## src/rtl/norm_shift_stage.sv

```systemverilog
// Two-stage post-LZA normaliser: coarse (x8) left shift in S1, fine shift plus one-bit
// leading-one correction in S2, for one 56-bit lane or packed 32b/24b lanes.
module norm_shift_stage #(
   parameter int unsigned EXPW = 13
) (
   input  logic            clk,
   input  logic            rst_n,
   input  logic            in_valid,
   output logic            in_ready,
   input  logic [2:0]      cont,
   input  logic [55:0]     sum,
   input  logic [1:0]      V,
   input  logic [9:0]      P,
   input  logic [EXPW-1:0] exp_hi,
   input  logic [EXPW-1:0] exp_lo,
   output logic            out_valid,
   input  logic            out_ready,
   output logic [2:0]      cont_out,
   output logic [55:0]     norm,
   output logic [EXPW-1:0] exp_out_hi,
   output logic [EXPW-1:0] exp_out_lo,
   output logic            zero_hi,
   output logic            zero_lo
);

   logic s2_load, s1_load;

   // S1 state
   logic            s1_valid_q;
   logic [2:0]      s1_cont_q;
   logic [55:0]     s1_x_q, s1_x_d;
   logic [2:0]      s1_fhi_q, s1_fhi_d;
   logic [2:0]      s1_flo_q, s1_flo_d;
   logic            s1_zhi_q, s1_zhi_d;
   logic            s1_zlo_q, s1_zlo_d;
   logic [EXPW-1:0] s1_ehi_q, s1_ehi_d;
   logic [EXPW-1:0] s1_elo_q, s1_elo_d;

   // S2 (output) state
   logic            out_valid_q;
   logic [2:0]      cont_out_q;
   logic [55:0]     norm_q, norm_d;
   logic [EXPW-1:0] ehi_q, ehi_d;
   logic [EXPW-1:0] elo_q, elo_d;
   logic            zhi_q, zhi_d;
   logic            zlo_q, zlo_d;

   logic [5:0] k_s;
   logic [4:0] k_h, k_l;
   logic       mode_single, mode_dual;
   logic       s2_single, s2_dual;

   assign k_s = P[5:0];
   assign k_h = P[9:5];
   assign k_l = P[4:0];
   assign mode_single = (cont == 3'b000) || (cont == 3'b010);
   assign mode_dual   = (cont == 3'b001);

   assign s2_load  = !out_valid_q || out_ready;
   assign s1_load  = !s1_valid_q || s2_load;
   assign in_ready = s1_load;

   // Coarse stage; exponents take the full LZA count here, correction is removed in S2.
   always_comb begin
      s1_x_d   = '0;
      s1_fhi_d = '0;
      s1_flo_d = '0;
      s1_zhi_d = 1'b0;
      s1_zlo_d = 1'b0;
      s1_ehi_d = '0;
      s1_elo_d = '0;
      if (mode_single) begin
         s1_zhi_d = !V[0] || (sum == '0) || (k_s > 6'd55);
         s1_x_d   = sum << {k_s[5:3], 3'b000};
         s1_fhi_d = k_s[2:0];
         s1_ehi_d = exp_hi - EXPW'(k_s);
      end else if (mode_dual) begin
         s1_zhi_d        = !V[1] || (sum[55:24] == '0);
         s1_zlo_d        = !V[0] || (sum[23:0] == '0) || (k_l > 5'd23);
         s1_x_d[55:24]   = sum[55:24] << {k_h[4:3], 3'b000};
         s1_x_d[23:0]    = sum[23:0] << {k_l[4:3], 3'b000};
         s1_fhi_d        = k_h[2:0];
         s1_flo_d        = k_l[2:0];
         s1_ehi_d        = exp_hi - EXPW'(k_h);
         s1_elo_d        = exp_lo - EXPW'(k_l);
      end
   end

   always_ff @(posedge clk or negedge rst_n) begin
      if (!rst_n) begin
         s1_valid_q <= 1'b0;
         s1_cont_q  <= '0;
         s1_x_q     <= '0;
         s1_fhi_q   <= '0;
         s1_flo_q   <= '0;
         s1_zhi_q   <= 1'b0;
         s1_zlo_q   <= 1'b0;
         s1_ehi_q   <= '0;
         s1_elo_q   <= '0;
      end else if (s1_load) begin
         s1_valid_q <= in_valid;
         if (in_valid) begin
            s1_cont_q <= cont;
            s1_x_q    <= s1_x_d;
            s1_fhi_q  <= s1_fhi_d;
            s1_flo_q  <= s1_flo_d;
            s1_zhi_q  <= s1_zhi_d;
            s1_zlo_q  <= s1_zlo_d;
            s1_ehi_q  <= s1_ehi_d;
            s1_elo_q  <= s1_elo_d;
         end
      end
   end

   // Fine stage: shift by 0..7, then one extra shift if the top bit is still clear.
   logic [55:0] y_s, y_s2;
   logic [31:0] y_h, y_h2;
   logic [23:0] y_l, y_l2;
   logic        c_s, c_h, c_l;

   assign s2_single = (s1_cont_q == 3'b000) || (s1_cont_q == 3'b010);
   assign s2_dual   = (s1_cont_q == 3'b001);

   always_comb begin
      y_s  = s1_x_q << s1_fhi_q;
      c_s  = !y_s[55];
      y_s2 = c_s ? (y_s << 1) : y_s;
      y_h  = s1_x_q[55:24] << s1_fhi_q;
      c_h  = !y_h[31];
      y_h2 = c_h ? (y_h << 1) : y_h;
      y_l  = s1_x_q[23:0] << s1_flo_q;
      c_l  = !y_l[23];
      y_l2 = c_l ? (y_l << 1) : y_l;

      norm_d = '0;
      ehi_d  = '0;
      elo_d  = '0;
      zhi_d  = 1'b0;
      zlo_d  = 1'b0;
      if (s2_single) begin
         zhi_d = s1_zhi_q || (y_s2 == '0);
         if (!zhi_d) begin
            norm_d = y_s2;
            ehi_d  = s1_ehi_q - EXPW'(c_s);
         end
      end else if (s2_dual) begin
         zhi_d = s1_zhi_q || (y_h2 == '0);
         zlo_d = s1_zlo_q || (y_l2 == '0);
         if (!zhi_d) begin
            norm_d[55:24] = y_h2;
            ehi_d         = s1_ehi_q - EXPW'(c_h);
         end
         if (!zlo_d) begin
            norm_d[23:0] = y_l2;
            elo_d        = s1_elo_q - EXPW'(c_l);
         end
      end
   end

   always_ff @(posedge clk or negedge rst_n) begin
      if (!rst_n) begin
         out_valid_q <= 1'b0;
         cont_out_q  <= '0;
         norm_q      <= '0;
         ehi_q       <= '0;
         elo_q       <= '0;
         zhi_q       <= 1'b0;
         zlo_q       <= 1'b0;
      end else if (s2_load) begin
         out_valid_q <= s1_valid_q;
         if (s1_valid_q) begin
            cont_out_q <= s1_cont_q;
            norm_q     <= norm_d;
            ehi_q      <= ehi_d;
            elo_q      <= elo_d;
            zhi_q      <= zhi_d;
            zlo_q      <= zlo_d;
         end
      end
   end

   assign out_valid  = out_valid_q;
   assign cont_out   = cont_out_q;
   assign norm       = norm_q;
   assign exp_out_hi = ehi_q;
   assign exp_out_lo = elo_q;
   assign zero_hi    = zhi_q;
   assign zero_lo    = zlo_q;

endmodule
```

## config.mk

```make
export PLATFORM = sky130hd
export DESIGN_NAME = norm_shift_stage
export DESIGN_NICKNAME = d
export VERILOG_FILES = /design/src/rtl/norm_shift_stage.sv
export SDC_FILE = /design/constraint.sdc
export NUM_CORES = 1
export LEC_CHECK = 0
export CELL_PAD_IN_SITES_DETAIL_PLACEMENT = 1
export CELL_PAD_IN_SITES_GLOBAL_PLACEMENT = 2
export CORE_UTILIZATION = 38
export CTS_BUF_LIST = sky130_fd_sc_hd__clkbuf_4
export DETAILED_ROUTE_END_ITERATION = 16
export GPL_TIMING_DRIVEN = 0
export PLACE_DENSITY = 0.89
export SLEW_MARGIN = 20
export SYNTH_ARGS = -nofsm -noshare
export SYNTH_HDL_FRONTEND = slang
export SYNTH_SLANG_ARGS = --single-unit
export TNS_END_PERCENT = 10
```

## constraint.sdc

```tcl
create_clock -name clk -period 7.1 [get_ports clk]
set_clock_uncertainty 0.1 [all_clocks]
set_input_delay 1.065 -clock clk [delete_from_list [all_inputs] [get_ports clk]]
set_output_delay 1.065 -clock clk [all_outputs]
set_load 0.02 [all_outputs]
```

==> qor.txt <==
Status - completed
Met1 Usage GRT - 0.4661
Global routing's busiest layer - met2
Syn_nets - 2064
Most used cell, CP - buf_2
Cts bufs inserted - 17
Distinct cell type count of the synthesized netlist - 67
Cell Area, Synth - 16080 sq um
Starting DRT DRC Count - 1662
Fmax achieved - 177.2 MHz
Fin crit period - 5644 ps
PD cells - 222.4 nW/um^2
Quantity of gates resized following cts - 0
Top cells by count, synth - nand2_1 (250), nor2_1 (209), o21ai_0 (205)
Routed length per instance - 27.74 um
Capturing element type of the critical path - register
Via count - 17186
Layout area overhead - 17.64%
Clock buffer depth - 2
Post-route DRC violation count - 0
Clock-pin slew on the worst setup and hold paths - 180 ps
Setup bufs post-CTS - 0
Largest net degree at the start of global routing - 97
Slew Viols, Final - 0
Final setup fails - 0
Top Family by Delay on Critical Path - buffers and inverters
Part of the Yosys area used for sequential elements - 0.2833
GP Congestion - 0.9840
Vias per cell - 6.384
# H-tree levels - 4
CTS Hold Bufs - 0
Yosys top cell area share - 0.2833
Cell with the most instances after synthesis - nand2_1
Dpl ws - 1534 ps
Crit-path max FO - 10
Root Driver - clkbuf_4
Synth area leader - dfrtp_1
Main flop type after synthesis - dfrtp_1
Class of the worst hold path - in -> async
Pleak - 7.415 nW
#FFs+latches synth - 182
Dpl hpwl - 59080 um
Initial antenna violation count - 3
Std cell rows - 74
Syn Inst Count - 1940
Arrival @ worst endpoint - 6140 ps
CP bufs+invs - 7
Syn Area/Cell - 8.287 sq um
DRT antenna net count - 0
CP max-delay cell - mux4_2
Area of the die - 43130 sq um
Post-synth EDFFs - 0
Final hold violations - 0
Design area - 18910 sq um
M3 GR Usage - 0.05189
Hold Slack - 202.1 ps
Router iterations before antenna repair - 7
Grt ovf - 0
Rel. slew slack - 0.2593
Critical Path RT - 7600 ps
Crit share post-route - 0.7950
Synth warnings - 0
Worst VDD drop - 0.09977 mV
Vias in the first global route - 17767
Share of layout cells above drive strength 1 - 0.1001
Sink Count - 182
CTS tree - built
Drt total wl - 74670 um
Core Area - 41290 sq um
Total track usage - 0.3456
RSZ-0062 raised after global routing - no
Crit-path max cell delay - 570 ps
Worst slew pin tran - 1103 ps
Placed inst area - 18630 sq um
Critical path launch point type - register
Buffers on Ports - 185
Top-Level Pins - 190
Final net count - 2269
Initial Util - 0.3893
Critical path cell sequence - buf_2 > buf_6 > mux4_2 > mux2_2 > inv_2 > buf_2 > buf_2 > buf_2 > buf_2 > ha_1 > ha_1 > nor3b_1 > nand3_1 > or3_1 > nor3_1 > xnor2_1 > o21ai_0 > a32oi_1 > o21ai_0
WS Path Type - reg -> reg
Die width - 207.7 um
Share of synthesized registers carrying an async set or reset - 1.000
Max-Cap Viols - 0
Worst-skew pair later-pin latency - 720 ps
Met2 Use GR - 0.5585
Global-route wire length before repair - 113000 um
Most area-consuming cells after synthesis - dfrtp_1 (28%), mux4_2 (11%), mux2i_1 (6.5%)
Setup ws final - 1456 ps
Die Span Y - 207.7 um
final cells by class:
class                   count  area [sq um]
diodes                      2         5.005
plain buffers             171         755.7
clock buffers              17         127.6
clock inverters            15         153.9
fillers                  5004         22380
inverters                  37         138.9
multi-input cells        1550         10630
flip-flops and latches    182          4554
well taps                 532         665.6
repair buffers            186          1884
logic make-up after synthesis:
| kind of cell | Yosys count | synth area share |
|---|---|---|
| AOI/OAI and AO/OA | 539 | 0.2060 |
| xor gates and xnor gates | 35 | 0.01907 |
| adders and majority gates | 23 | 0.01930 |
| buffers and inverters | 208 | 0.05565 |
| DFF | 182 | 0.2833 |
| muxes | 241 | 0.2146 |
| and+or+nand+nor | 712 | 0.2020 |
registers in the layout, indices dropped and copies added (netlist names):
signal	cells
zero_lo	1
cont_out	3
s1_valid_q	1
s1_elo_q	13
out_valid	1
norm	56
s1_fhi_q	3
s1_x_q	56
zero_hi	1
exp_out_lo	13
s1_cont_q	3
s1_flo_q	3
s1_zlo_q	1
s1_ehi_q	13
s1_zhi_q	1
exp_out_hi	13
worst register-to-register path, stage by stage (launching register included):
cell and delay (ps):
dfrtp_1 350, buf_2 200, buf_6 200, mux4_2 570, mux2_2 400, inv_2 140, buf_2 270, buf_2 280
buf_2 240, buf_2 350, ha_1 250, ha_1 200, nor3b_1 380, nand3_1 200, or3_1 400, nor3_1 230
xnor2_1 230, o21ai_0 170, a32oi_1 260, o21ai_0 130
path summary, 6_finish.rpt:
kind	start	endpoint	slack [ps]	depth (start not counted)
hold reg to reg	cont_out[1]	cont_out[1]	400	2
setup reg to reg	s1_fhi_q[0]	exp_out_hi[12]	1460	19
hold / removal	rst_n	norm[17]	200	1
max in group asynchronous	rst_n	s1_x_q[43]	5760	2
setup / recovery	s1_fhi_q[0]	exp_out_hi[12]	1460	19
min in group clk	cont_out[1]	cont_out[1]	400	2
metrics by stage:
| stage | setup TNS [ps] | total power, mW | utilization | cells |
|---|---|---|---|---|
| global placement | -508940 | 3.503 | 0.4503 | 2657 |
| detailed placement | 0 | 3.552 | 0.4511 | 2658 |
| floorplan | 0 | 2.643 | - | 1940 |
| CTS | 0 | 4.181 | 0.4579 | 2690 |
| global route | 0 | 4.418 | 0.4579 | 2691 |
| finish | 0 | 4.205 | 0.4580 | 2692 |
layer usage:
metal | vias up | share of wire
met3 | 132 | 0.067
met2 | 791 | 0.46
met1 | 8684 | 0.44
li1 | 7579 | -
met4 | 0 | 0.035
met5 | - | 0
where the power goes:
group          total, mW  internal (mW)  switching [mW]  leakage (nW)
clock              0.635          0.189           0.447         0.157
sequential          1.38           1.21           0.163          2.41
combinational       2.19          0.877            1.32          4.84
cells in the final DEF, fill, tap and decap left out, types with 26 or more instances in the layout:
cell             synthesis  final
a21oi_1                 85     85
a31oi_1                 47     47
and2_1                  40     40
clkbuf_1               122    122
clkdlybuf4s50_1          0    184
dfrtp_1                182    182
inv_1                   33     33
mux2_2                  60     60
mux2i_1                104    104
mux4_2                  77     77
nand2_1                250    250
nor2_1                 209    209
nor3_1                  73     73
nor4_1                  26     26
o21ai_0                205    205
o21ai_1                 31     31
(Power assumes the default switching activity.)
==> patch: new RTL, same settings <==
Set the parameter `EXPW` to 15 (it was 13).
--- a/src/rtl/norm_shift_stage.sv
+++ b/src/rtl/norm_shift_stage.sv
@@ -2,5 +2,5 @@
 // leading-one correction in S2, for one 56-bit lane or packed 32b/24b lanes.
 module norm_shift_stage #(
-   parameter int unsigned EXPW = 13
+   parameter int unsigned EXPW = 15
 ) (
    input  logic            clk,
Interface: changed (resized exp_hi, exp_lo, exp_out_hi and exp_out_lo); port bits go from 190 to 198. No check against the original RTL was run, so the function may have changed too.
==> patch against the unedited design <==
Sequential share of layout area increased by 1.4 points. Power decreased by 9.2%. Critical path depth decreased by 9. Area after synthesis decreased by 1.6%. Wire length decreased by 1.6%. Cell area decreased by 1.2%. Worst setup slack improved by 780 ps. Sequential cell count increased by 8. Highest routed layer unchanged.
==> patch: results (changes against the unedited design) <==
| Metric | Value |
|---|---|
| Synth area leaders | `dfrtp_1, mux4_2, mux2i_1` |
| Iter 0 DRT Violations | `1,341 (-19%)` |
| RePlAce Congestion | `1.01 (+3.0%)` |
| Port Buffers | `193 (+4.3%)` |
| Net Count, Synth | `1,966 (-4.7%)` |
| Synth unique cells | `80 (+19%)` |
| DRT Pass-1 Iters | `6 (-1)` |
| Top FF cell, synth | `dfrtp_1` |
| Max incr delay on CP | `730 ps (+160 ps)` |
| Via/cell ratio | `6.28 (-1.6%)` |
| Status | `finished clean` |
| Nets | `2,179 (-4.0%)` |
| Reg clk slew, reported paths | `160 ps (-20 ps)` |
| Placed Instances | `2,564 (-3.5%)` |
| Maximum VDD drop | `91.5 uV (-8.3%)` |
| Antenna violations before repair | `2 (-1)` |
| Routed wire length | `73,500 um (-1.6%)` |
| Vias in the first global route | `16,500 (-6.9%)` |
| Slowest-stage cell, CP | `o21ai_0` |
| Synth top cells by count | `nand2_1, dfrtp_1, nor2_1, o21ai_0, mux2i_1` |
| Global Route Usage Sum | `34.8% (+0.21 points)` |
| Seq/Total Area, Yosys | `30.1% (+1.7 points)` |
| Top Family by Delay on Critical Path | `compound AO/OA/AOI/OAI gates` |
| Worst slack at placement | `1940 ps (+402 ps)` |
| Residual DRC count | `0 (unchanged)` |
| Worst-Margin Slew | `1050 ps (-51.2 ps)` |
| Hold crit path type | `in2async` |
| Clk_lat worst skew | `710 ps` |
| Clk root buf | `clkbuf_4` |
| Largest net degree at the start of global routing | `99 (+2.1%)` |
| Syn Inst Count | `1,838 (-5.3%)` |
| Filler Cell Count | `4,912 (-1.8%)` |
| Worst r2r path cells | `10 (-9)` |
| First-pass GRT wire length | `109,000 um (-3.6%)` |
| CP arrival | `5340 ps (-800 ps)` |
| Wire per inst | `28.3 um (+2.0%)` |
| Leak pwr | `7.46 nW (+0.56%)` |
| HPWL Detailed | `59,600 um (+0.91%)` |
| Ratio of cells with drive above 1 in the final layout | `10.3% (+0.26 points)` |
[patch: cell types whose count changed after synthesis, moves of 12 or more]
cell and change:
nor3_1 -41, a31oi_1 -33, and2_1 -31, o21ai_1 -31, nand2_1 +25, nor2_1 -24, o21ai_0 -22, a22o_1 +17
mux2i_1 +15, a211oi_1 +14, a221o_1 +14, clkbuf_1 -14, xnor2_1 +13, a221oi_1 +12
[patch: path summary, 6_finish.rpt]
check	slack, ps	from	end
worst max register to register	2240	s1_x_q[23]	exp_out_lo[0]
max in group asynchronous	5700	rst_n	s1_elo_q[2]
worst min-delay path	240	rst_n	norm[20]
worst min register to register	400	exp_out_lo[13]	exp_out_lo[13]
worst max-delay path	2240	s1_x_q[23]	exp_out_lo[0]
min in group clk	400	exp_out_lo[13]	exp_out_lo[13]
[patch: kinds of logic (layout without fill, tap and decap cells)]
family	count (synthesis)	after routing	synth area share, %
adder cells (fa/ha/maj)	23	23	1.96
AO/OA/AOI/OAI	509	509	21.3
XOR/XNOR	41	41	2.27
multiplexers	244	244	21.4
AND/OR/NAND/NOR	638	638	17.9
buffers and inverters	193	419	5.07
other	0	2	0
flip-flops	190	190	30.1
[patch: routing by layer]
| layer | routed length [um] | part of all wire, % | GRT usage, % | up-vias |
|---|---|---|---|---|
| met5 | 0 | 0 | 0 | - |
| met2 | 33300 | 45 | 53.6 | 689 |
| met1 | 33100 | 45 | 49.4 | 8268 |
| met4 | 2710 | 3.7 | 14.0 | 0 |
| li1 | - | - | - | 7259 |
| met3 | 4360 | 5.9 | 3.97 | 107 |
[patch: where the power goes]
part	switching, W	total (W)	leakage [nW]	internal (W)
Combinational	0.00117	0.00191	4.80	0.000738
Clock	0.000403	0.000549	0.131	0.000147
Sequential	0.000148	0.00136	2.52	0.00122
Total	0.00172	0.00382	7.46	0.00210
[patch: layout make-up]
class	count	area, um^2	share of cell area, %
Clock buffer	19	143	0.763
Antenna cell	2	5.00	0.0268
Buffer	153	652	3.49
Clock inverter	13	88.8	0.475
Multi-Input combinational cell	1455	10300	54.9
Sequential cell	190	4750	25.4
Inverter	40	150	0.803
Tap cell	532	666	3.56
Timing Repair Buffer	194	1960	10.5
[patch: through the flow]
step / TNS (ps) / cell area (um^2) / total power, W / hold WS [ps]
after floorplan: 0 / 15800 / 0.00246 / 362
after global placement: -573160 / 18400 / 0.00321 / 367
after detailed placement: 0 / 18500 / 0.00326 / 380
after CTS: 0 / 18700 / 0.00380 / 264
after global routing: 0 / 18700 / 0.00402 / 287
final: 0 / 18700 / 0.00382 / 241
[patch: worst reg2reg max path: cells and delay by family, from the launching register on]
family / cells / cell delay, ps
AO/OA/AOI/OAI: 4 / 1300
multiplexers: 1 / 340
flip-flops: 1 / 720
AND/OR/NAND/NOR: 2 / 1020
buffers and inverters: 3 / 1280
